**config.mk**
```make
export PLATFORM = sky130hd
export DESIGN_NAME = bd_downstream_ctrl_flat
export DESIGN_NICKNAME = d
export VERILOG_FILES = /design/src/rtl/bd_downstream_ctrl_if.sv /design/src/rtl/bd_downstream_ctrl.sv /design/src/flat_wrapper.sv
export SDC_FILE = /design/constraint.sdc
export NUM_CORES = 1
export LEC_CHECK = 0
export CAP_MARGIN = 20
export CORE_MARGIN = 3
export CORE_UTILIZATION = 50
export DETAILED_ROUTE_END_ITERATION = 10
export PLACE_DENSITY = 0.86
export SYNTH_ARGS = -nofsm -noshare
export SYNTH_HDL_FRONTEND = slang
export SYNTH_SLANG_ARGS = --single-unit
```
**constraint.sdc**
```tcl
create_clock -name clk -period 5.25 [get_ports clk]
set_input_delay 1.05 -clock clk [delete_from_list [all_inputs] [get_ports clk]]
set_output_delay 1.05 -clock clk [all_outputs]
set_load 0.05 [all_outputs]
```
**src/rtl/bd_downstream_ctrl_if.sv**
```systemverilog
// rtl/bd_downstream_ctrl_if.sv - host, generator and BD_out handshake bundle for bd_downstream_ctrl
interface bd_downstream_ctrl_if;
  logic [31:0] host_data;
  logic        host_valid;
  logic        host_ready;
  logic [20:0] gen_data;
  logic        gen_valid;
  logic        gen_ready;
  logic [20:0] BD_out_data;
  logic        BD_out_valid;
  logic        BD_out_ready;

  modport master (
    output host_data, host_valid,
    input  host_ready,
    output gen_data, gen_valid,
    input  gen_ready,
    input  BD_out_data, BD_out_valid,
    output BD_out_ready
  );

  modport slave (
    input  host_data, host_valid,
    output host_ready,
    input  gen_data, gen_valid,
    output gen_ready,
    output BD_out_data, BD_out_valid,
    input  BD_out_ready
  );
endinterface

```
**src/rtl/bd_downstream_ctrl.sv**
```systemverilog
// rtl/bd_downstream_ctrl.sv - FPGA to Braindrop downstream controller: host decode, send arbitration, chip reset sequencing
module bd_downstream_ctrl #(
  parameter int MAX_BURST = 4
) (
  input  logic                 clk,
  input  logic                 reset,
  bd_downstream_ctrl_if.slave  bus,
  output logic                 pReset,
  output logic                 sReset,
  output logic                 hold_active,
  output logic                 bad_op
);

  localparam int CW = $clog2(MAX_BURST + 1);
  localparam logic [CW-1:0] BURST_MAX = CW'(MAX_BURST);

  typedef enum logic {OWN_HOST, OWN_GEN} owner_t;

  owner_t          r_owner;
  logic [CW-1:0]   r_burst_cnt;
  logic            r_preset;
  logic            r_sreset;
  logic            r_hold_active;
  logic [20:0]     r_hold_data;
  logic            r_bad_op;
  logic            r_out_valid;
  logic [20:0]     r_out_data;

  logic [5:0]      w_op;
  logic            w_is_send;
  logic            w_gate;
  logic            w_load;
  logic            w_host_req;
  logic            w_gen_req;
  logic            w_owner_wins;
  logic            w_grant_gen;
  logic            w_take;
  logic            w_cfg_take;
  logic            w_unused;

  assign w_op      = bus.host_data[31:26];
  assign w_is_send = !w_op[5] && w_op[4];
  assign w_gate    = r_preset | r_sreset;
  assign w_load    = !r_out_valid | bus.BD_out_ready;
  assign w_unused  = ^bus.host_data[25:21];

  // Only send words compete for the output; config words bypass arbitration entirely.
  assign w_host_req   = bus.host_valid & w_is_send & !w_gate;
  assign w_gen_req    = bus.gen_valid & !w_gate;
  assign w_owner_wins = r_burst_cnt < BURST_MAX;

  always_comb begin
    w_grant_gen = w_gen_req;
    if (w_host_req && w_gen_req)
      w_grant_gen = (r_owner == OWN_GEN) ? w_owner_wins : !w_owner_wins;
  end

  assign w_take     = !reset & w_load & (w_host_req | w_gen_req);
  assign w_cfg_take = !reset & bus.host_valid & !w_is_send;

  assign bus.host_ready   = w_cfg_take | (w_take & !w_grant_gen);
  assign bus.gen_ready    = w_take & w_grant_gen;
  assign bus.BD_out_data  = r_out_data;
  assign bus.BD_out_valid = r_out_valid;
  assign pReset           = r_preset;
  assign sReset           = r_sreset;
  assign hold_active      = r_hold_active;
  assign bad_op           = r_bad_op;

  always_ff @(posedge clk) begin
    if (reset) begin
      r_owner       <= OWN_HOST;
      r_burst_cnt   <= '0;
      r_preset      <= 1'b1;
      r_sreset      <= 1'b1;
      r_hold_active <= 1'b0;
      r_hold_data   <= '0;
      r_bad_op      <= 1'b0;
      r_out_valid   <= 1'b0;
      r_out_data    <= '0;
    end else begin
      r_bad_op <= w_cfg_take && (w_op == 6'd0);
      if (w_cfg_take && !w_op[5]) begin
        if (w_op[3])
          r_preset <= 1'b0;
        else if (w_op[2])
          r_sreset <= 1'b0;
        else if (w_op[1]) begin
          r_hold_active <= 1'b1;
          r_hold_data   <= bus.host_data[20:0];
        end else if (w_op[0])
          r_hold_active <= 1'b0;
      end

      if (w_take) begin
        r_out_valid <= 1'b1;
        r_out_data  <= r_hold_active ? r_hold_data
                     : (w_grant_gen ? bus.gen_data : bus.host_data[20:0]);
        if (w_grant_gen == (r_owner == OWN_GEN)) begin
          if (r_burst_cnt != BURST_MAX)
            r_burst_cnt <= r_burst_cnt + 1'b1;
        end else begin
          r_owner     <= w_grant_gen ? OWN_GEN : OWN_HOST;
          r_burst_cnt <= CW'(1);
        end
      end else if (bus.BD_out_ready) begin
        r_out_valid <= 1'b0;
      end
    end
  end

endmodule

```
**src/flat_wrapper.sv**
```systemverilog
// flat-port wrapper written by rule: the top's interface ports become plain ports
module bd_downstream_ctrl_flat 
#(
  parameter int MAX_BURST = 4
)
  (clk, reset, pReset, sReset, hold_active, bad_op, bus_host_data, bus_host_valid, bus_host_ready, bus_gen_data, bus_gen_valid, bus_gen_ready, bus_BD_out_data, bus_BD_out_valid, bus_BD_out_ready);
  bd_downstream_ctrl_if bus_i ();
  input  logic clk;
  input  logic reset;
  output logic pReset;
  output logic sReset;
  output logic hold_active;
  output logic bad_op;
  input wire logic [$bits(bus_i.host_data)-1:0] bus_host_data;
  input wire logic [$bits(bus_i.host_valid)-1:0] bus_host_valid;
  output wire logic [$bits(bus_i.host_ready)-1:0] bus_host_ready;
  input wire logic [$bits(bus_i.gen_data)-1:0] bus_gen_data;
  input wire logic [$bits(bus_i.gen_valid)-1:0] bus_gen_valid;
  output wire logic [$bits(bus_i.gen_ready)-1:0] bus_gen_ready;
  output wire logic [$bits(bus_i.BD_out_data)-1:0] bus_BD_out_data;
  output wire logic [$bits(bus_i.BD_out_valid)-1:0] bus_BD_out_valid;
  input wire logic [$bits(bus_i.BD_out_ready)-1:0] bus_BD_out_ready;
  assign bus_i.host_data = bus_host_data;
  assign bus_i.host_valid = bus_host_valid;
  assign bus_host_ready = bus_i.host_ready;
  assign bus_i.gen_data = bus_gen_data;
  assign bus_i.gen_valid = bus_gen_valid;
  assign bus_gen_ready = bus_i.gen_ready;
  assign bus_BD_out_data = bus_i.BD_out_data;
  assign bus_BD_out_valid = bus_i.BD_out_valid;
  assign bus_i.BD_out_ready = bus_BD_out_ready;
  bd_downstream_ctrl #(.MAX_BURST(MAX_BURST)) u_core (.clk(clk), .reset(reset), .bus(bus_i), .pReset(pReset), .sReset(sReset), .hold_active(hold_active), .bad_op(bad_op));
endmodule
```
==> results of run 1 <==
final timing paths:
kind	startpoint	end
hold / removal	u_core.r_hold_data[0]	u_core.r_hold_data[0]
setup reg to reg	u_core.hold_active	u_core.bus.BD_out_data[4]
setup / recovery	bus_host_data[30]	bus_host_ready
hold reg to reg	u_core.r_hold_data[0]	u_core.r_hold_data[0]
synth_stat cells, types with 3 or more instances:
master	n
dfxtp_1	51
clkbuf_8	6
a221oi_2	11
inv_1	5
nand2_1	70
buf_6	3
clkbuf_1	5
a21oi_1	46
a221oi_1	10
mux2i_1	21
o21ai_1	6
nand3_1	5
nor2_1	5
buf_2	6
o21ai_0	17
through the flow:
| stage | std cells | power (mW) | hold WS, ns |
|---|---|---|---|
| 3_3_place_gp | 426 | 0.468 | 0.438 |
| 5_1_grt | 434 | 0.731 | 0.470 |
| 4_1_cts | 434 | 0.714 | 0.455 |
| 3_5_place_dp | 426 | 0.470 | 0.443 |
| 6_report | 434 | 0.707 | 0.454 |
| 2_1_floorplan | 299 | 0.423 | 0.433 |
critical path: stages:
cell,delay [ns]
clkdlybuf4s50_1,0.57
and3b_1,0.37
o211ai_4,0.10
a2bb2oi_1,0.16
nor2_1,0.10
clkdlybuf4s50_1,0.82
layout make-up:
class | count | area share (%)
Tap cell | 67 | 2.45
Clock inverter | 1 | 0.219
Multi-Input combinational cell | 219 | 40.1
Inverter | 5 | 0.548
Sequential cell | 51 | 29.8
Timing Repair Buffer | 84 | 24.1
Clock buffer | 7 | 2.82
power by group through the flow:
stage               Sequential (mW)  Clock [mW]  Combinational (mW)
CTS                           0.389       0.253              0.0719
finish                        0.389       0.247              0.0714
detailed placement            0.398           0              0.0717
global route                  0.389       0.265              0.0762
floorplan                     0.400           0              0.0237
global placement              0.398           0              0.0703
placed cells by master, fill, tap and decap left out, types with 5 or more instances in the layout:
cell type        count
nand2_1             70
o21ai_0             17
inv_1                5
clkdlybuf4s50_1     78
a21oi_1             46
buf_4                5
nor2_1               5
dfxtp_1             51
nand3_1              5
a221oi_1            10
mux2i_1             21
a221oi_2            11
o21ai_1              6
clkbuf_8             7
sequential cells by signal, summed over array words and instances, names as in the netlist:
register and cells:
u_core.bad_op 1, u_core.sReset 1, u_core.r_owner 1, u_core.bus.BD_out_data 21, u_core.r_hold_data 21, u_core.bus.BD_out_valid 1, u_core.hold_active 1, u_core.r_burst_cnt 3
u_core.pReset 1
logic make-up after synthesis:
group           after synthesis  synth area share [%]
compound gates              100                  26.5
simple gates                 95                  16.3
flops                        51                  39.0
buf+inv                      29                  8.94
mux                          21                  8.03
fa+ha+maj                     2                 0.956
xor+xnor                      1                 0.335
layer usage:
layer  wire, um  up-vias  part of all wire, %
met5          0        -                    0
met4         49        0                 0.75
met3        360        4                  5.5
met2       3430       76                   52
met1       2740     1145                   42
li1           -     1209                    -
==> summary.txt, run 1 <==
Cells and area
  – Filler instances: 410
  – Finished layout cell area: 3420 sq um
  – Antenna fix cells: 0
  – Syn-to-layout area delta: 30.7%
  – Register Area: 1020 sq um
  – Multi-input gate area: 1370 sq um
  – Nets: 426
  – Utilization after layout: 70.1%
  – Share of cells above drive strength 1: 8.17%

Synth
  – Share of the synthesized area in the top cell type: 39.0%
  – Area contributors post-synth: dfxtp_1 (39%), nand2_1 (10%), a21oi_1 (8.8%)
  – Synth area leader: dfxtp_1
  – Post-synthesis cell type count: 41
  – Primary FF master, synth: dfxtp_1
  – Mapped cell area: 2620 sq um
  – Syn. warnings: 0
  – Number of flops mapped to enable cells by yosys: 0
  – Async set-reset flop share out of synthesis: 0%
  – Yosys reg bits: 51
  – Register area share after synthesis: 39.0%
  – Synthesized net count: 359
  – Syn avg cell area: 8.75 sq um
  – Post-Syn Instances: 299

Clock network
  – Worst skew pair latency: 0.30 ns
  – Clk slew on worst S/H paths: 0.08 ns
  – CTS Sinks: 51
  – TritonCTS Buffers: 5
  – # Post-CTS Setup Buffers: 0
  – Hold_buf cts: 0
  – CTS tree: built
  – H-tree depth: 2
  – Clk buf depth: 2
  – Resize count post-CTS: 0
  – CTS root buf: clkbuf_8

Timing
  – Final setup violating endpoints: 0
  – Clock skew: 0.00846 ns
  – RSZ-0062 raised after global routing: no
  – Tcrit/Tclk final: 80.5%
  – Slew @ Worst Pin: 0.987 ns
  – Setup TNS: 0 ns
  – Max-slew violations: 0
  – Final Hold Fails: 0
  – Min Tclk post-route: 4.23 ns
  – Max-slew headroom: 34.1%
  – Max Fclk: 0.237 GHz
  – Worst setup margin: 1.02 ns

Pwr
  – Int Power: 0.550 mW
  – NetSw: 0.157 mW
  – Switch share: 22.2%
  – Pwr Density: 207 nW/um^2
  – Reg power frac: 55.0%
  – Clock Power Share: 34.9%
  – Max rail drop VDD: 0.162 mV
  – Combinational Power Share: 10.1%
  – P_leak: 1.05 nW

Die
  – Die X-Extent: 78.4 um
  – # rows: 25
  – Core box area: 4880 sq um
  – I/O pin count: 86
  – Initial cell density of the core: 53.6%
  – Chip height: 78.4 um
  – Die area: 6140 sq um

GRT
  – Vias in the first global route: 2429
  – Gr busiest metal: met2
  – First-pass GRT wire length: 10700 um
  – Met2 Resource Use GR: 41.8%
  – Met3 Track Usage GR: 4.24%
  – Met1 Usage GRT: 23.5%
  – Initial antenna violation count: 0
  – GRT Resource Usage Total: 21.5%
  – GRT overflow: 0
  – Largest net degree at the start of global routing: 53

Route
  – 1st-pass router iterations: 4
  – Routed Antenna Nets: 0
  – Avg Vias per Cell: 5.61
  – Drt initial violations: 156
  – Wire per inst: 15.2 um
  – Routed WL: 6580 um
  – Via count: 2434
  – Drc violations: 0

Placement
  – HPWL Detailed: 4400 um
  – Placed cell area: 3320 sq um
  – Port bufs: 80
  – Post-place setup slack: 1.01 ns
  – Global placement routability congestion: 0.724

Critical path
  – WS Path Type: in -> out
  – Worst EP required: 4.20 ns
  – Worst R2R Setup Slack: 3.03 ns
  – Cells on worst reg2reg path: 3
  – Max FO, Critical Path: 6
  – CP Launch Type: primary input
  – CP endpoint kind: output pin
  – CP arrival: 3.18 ns

Min path
  – Hold Path Depth: 2
  – Min-Delay Path Class: reg -> reg

Run
  – Max-cap violations: 0

Run status
  – Status: finished, final reports clean
Note: power is estimated with default switching activity, not from simulation.
==> inputs of run 2 (changes only) <==
Settings changed: CORE_UTILIZATION 50 to 42, PLACE_DENSITY 0.86 to 0.77.
Clock period 5.25 ns to 3.8 ns, I/O delays scaled along.
==> run 2 against run 1 <==
- global-route usage decreased by 3.9 points
- setup slack got worse by 0.40 ns
- non-clock buffer count increased by 3
- flip-flop and latch count unchanged
- register-to-register slack got worse by 0.95 ns
- critical endpoint is now bus_gen_ready
- combinational power increased by 39%
==> summary.txt, run 2 (synthesis gave the netlist of run 1 again) <==
Placement
  – Dpl cells: 437
  – Post-place setup slack: 0.631 ns
  – HPWL Detailed: 4440 um
  – Port bufs: 80
  – Global placement routability congestion: 0.794

Route
  – Avg Vias per Cell: 5.43
  – Drt initial violations: 135
  – 1st-pass router iterations: 4
  – Max Used Layer: met4
  – Routed WL: 6300 um
  – Via count: 2418
  – Routed Antenna Nets: 0
  – DR WL met3: 268 um
  – Wire per inst: 14.1 um
  – Met1 Wirelength: 2740 um
  – Drc violations: 0
  – Met2 WL: 3240 um

Cells and area
  – Most frequent cells in the layout: clkdlybuf4s50_1 (77), nand2_1 (70), dfxtp_1 (51)
  – Most common cell after layout, fill and taps aside: clkdlybuf4s50_1
  – Utilization after layout: 57.5%
  – Final Instance Count excl. Fillers: 445
  – Nets: 429
  – Antenna fix cells: 0
  – Syn-to-layout area delta: 31.6%
  – Share of cells above drive strength 1: 8.92%

Critical path
  – Worst EP required: 3.04 ns
  – WS Path Type: in -> out
  – Crit-path leading delay family: buffers and inverters
  – CP Cell Sequence: clkdlybuf4s50_1, or3b_4, a21oi_4, nand2_1, nor2_1, buf_12
  – CP endpoint kind: output pin
  – CP arrival: 2.41 ns
  – Crit path buf inv count: 2
  – Max FO, Critical Path: 4
  – CP Launch Type: primary input
  – CP max stage delay: 0.58 ns
  – Worst path slowest cell: clkdlybuf4s50_1

Pwr
  – NetSw: 0.214 mW
  – Combinational Power Share: 10.6%
  – Max rail drop VDD: 0.158 mV
  – Reg power frac: 57.3%
  – Pwr Density: 272 nW/um^2
  – Switch share: 22.9%
  – Clock Power Share: 32.2%
  – P_leak: 1.06 nW
  – Int Power: 0.723 mW

Timing
  – Worst setup margin: 0.625 ns
  – Final setup violating endpoints: 0
  – Max-slew violations: 0
  – Setup TNS: 0 ns
  – Final hold slack: 0.453 ns
  – Final Hold Fails: 0
  – Min Tclk post-route: 3.17 ns
  – RSZ-0062 raised after global routing: no
  – Clock skew: 0.00701 ns
  – Max-slew headroom: 44.1%
  – Slew @ Worst Pin: 0.838 ns
  – Max Fclk: 0.315 GHz
  – Tcrit/Tclk final: 83.5%

GRT
  – Initial antenna violation count: 0
  – Vias in the first global route: 2318
  – First-pass GRT wire length: 10500 um
  – GRT Resource Usage Total: 17.6%
  – GRT overflow: 0
  – Largest net degree at the start of global routing: 47

Die
  – Chip height: 84.9 um
  – Die area: 7220 sq um
  – Initial cell density of the core: 43.7%
  – Die X-Extent: 84.9 um
  – Core box area: 5990 sq um
  – I/O pin count: 86
  – # rows: 28

Clock network
  – Worst skew pair latency: 0.30 ns
  – Resize count post-CTS: 0
  – CTS Sinks: 51
  – Clk slew on worst S/H paths: 0.08 ns
  – H-tree depth: 2
  – Clk buf depth: 2
  – # Post-CTS Setup Buffers: 0
  – TritonCTS Buffers: 5
  – Hold_buf cts: 0
  – CTS root buf: clkbuf_8
  – CTS tree: built

Run
  – Max-cap violations: 0

Run status
  – Status: finished, final reports clean

Min path
  – Min-Delay Path Class: reg -> reg
run 2: cell count changes in the layout (fill, tap and decap cells not counted), sizes merged:
cell,before,now
clkinv,0,1
buf,6,10
clkdlybuf4s50,78,77
clkbuf,7,6
run 2: area by class of cell:
type / count / area, sq um
multi-input combinational: 219 / 1370
tap: 75 / 93.8
timing repair buffer: 87 / 856
inverter: 5 / 18.8
clock buffer: 6 / 72.6
fill: 568 / 2540
sequential: 51 / 1020
clock inverter: 2 / 12.5
run 2: stage by stage:
step,power [mW],cell area [sq um]
2_1_floorplan,0.585,2620
3_3_place_gp,0.647,3360
3_5_place_dp,0.649,3360
4_1_cts,0.950,3450
5_1_grt,0.973,3450
6_report,0.938,3450
run 2: power by group through the flow:
stage / Clock [mW] / Combinational, mW / Sequential [mW]
2_1_floorplan: 0 / 0.0327 / 0.552
6_report: 0.302 / 0.0991 / 0.537
5_1_grt: 0.330 / 0.106 / 0.537
4_1_cts: 0.313 / 0.0999 / 0.537
3_5_place_dp: 0 / 0.0993 / 0.549
3_3_place_gp: 0 / 0.0980 / 0.549
run 2: worst paths after layout:
kind	startpoint	end	slack, ns	depth (start not counted)
setup / recovery	bus_gen_valid	bus_gen_ready	0.63	6
hold / removal	u_core.r_hold_data[2]	u_core.r_hold_data[2]	0.45	2
setup reg to reg	u_core.sReset	u_core.bus.BD_out_data[10]	2.08	5
hold reg to reg	u_core.r_hold_data[2]	u_core.r_hold_data[2]	0.45	2
run 2: routing by layer:
| metal | global-route usage [%] | up-vias |
|---|---|---|
| met2 | 32.5 | 53 |
| met3 | 4.17 | 4 |
| li1 | - | 1217 |
| met4 | 4.60 | 0 |
| met5 | 0 | - |
| met1 | 20.2 | 1144 |
run 2: worst register-to-register path: cells and delay by family, from the launching register on:
family	cells	cell delay (ns)
AOI/OAI and AO/OA	2	0.24
muxes	1	0.27
and+or+nand+nor	1	0.44
DFF	1	0.36
buffers and inverters	1	0.28
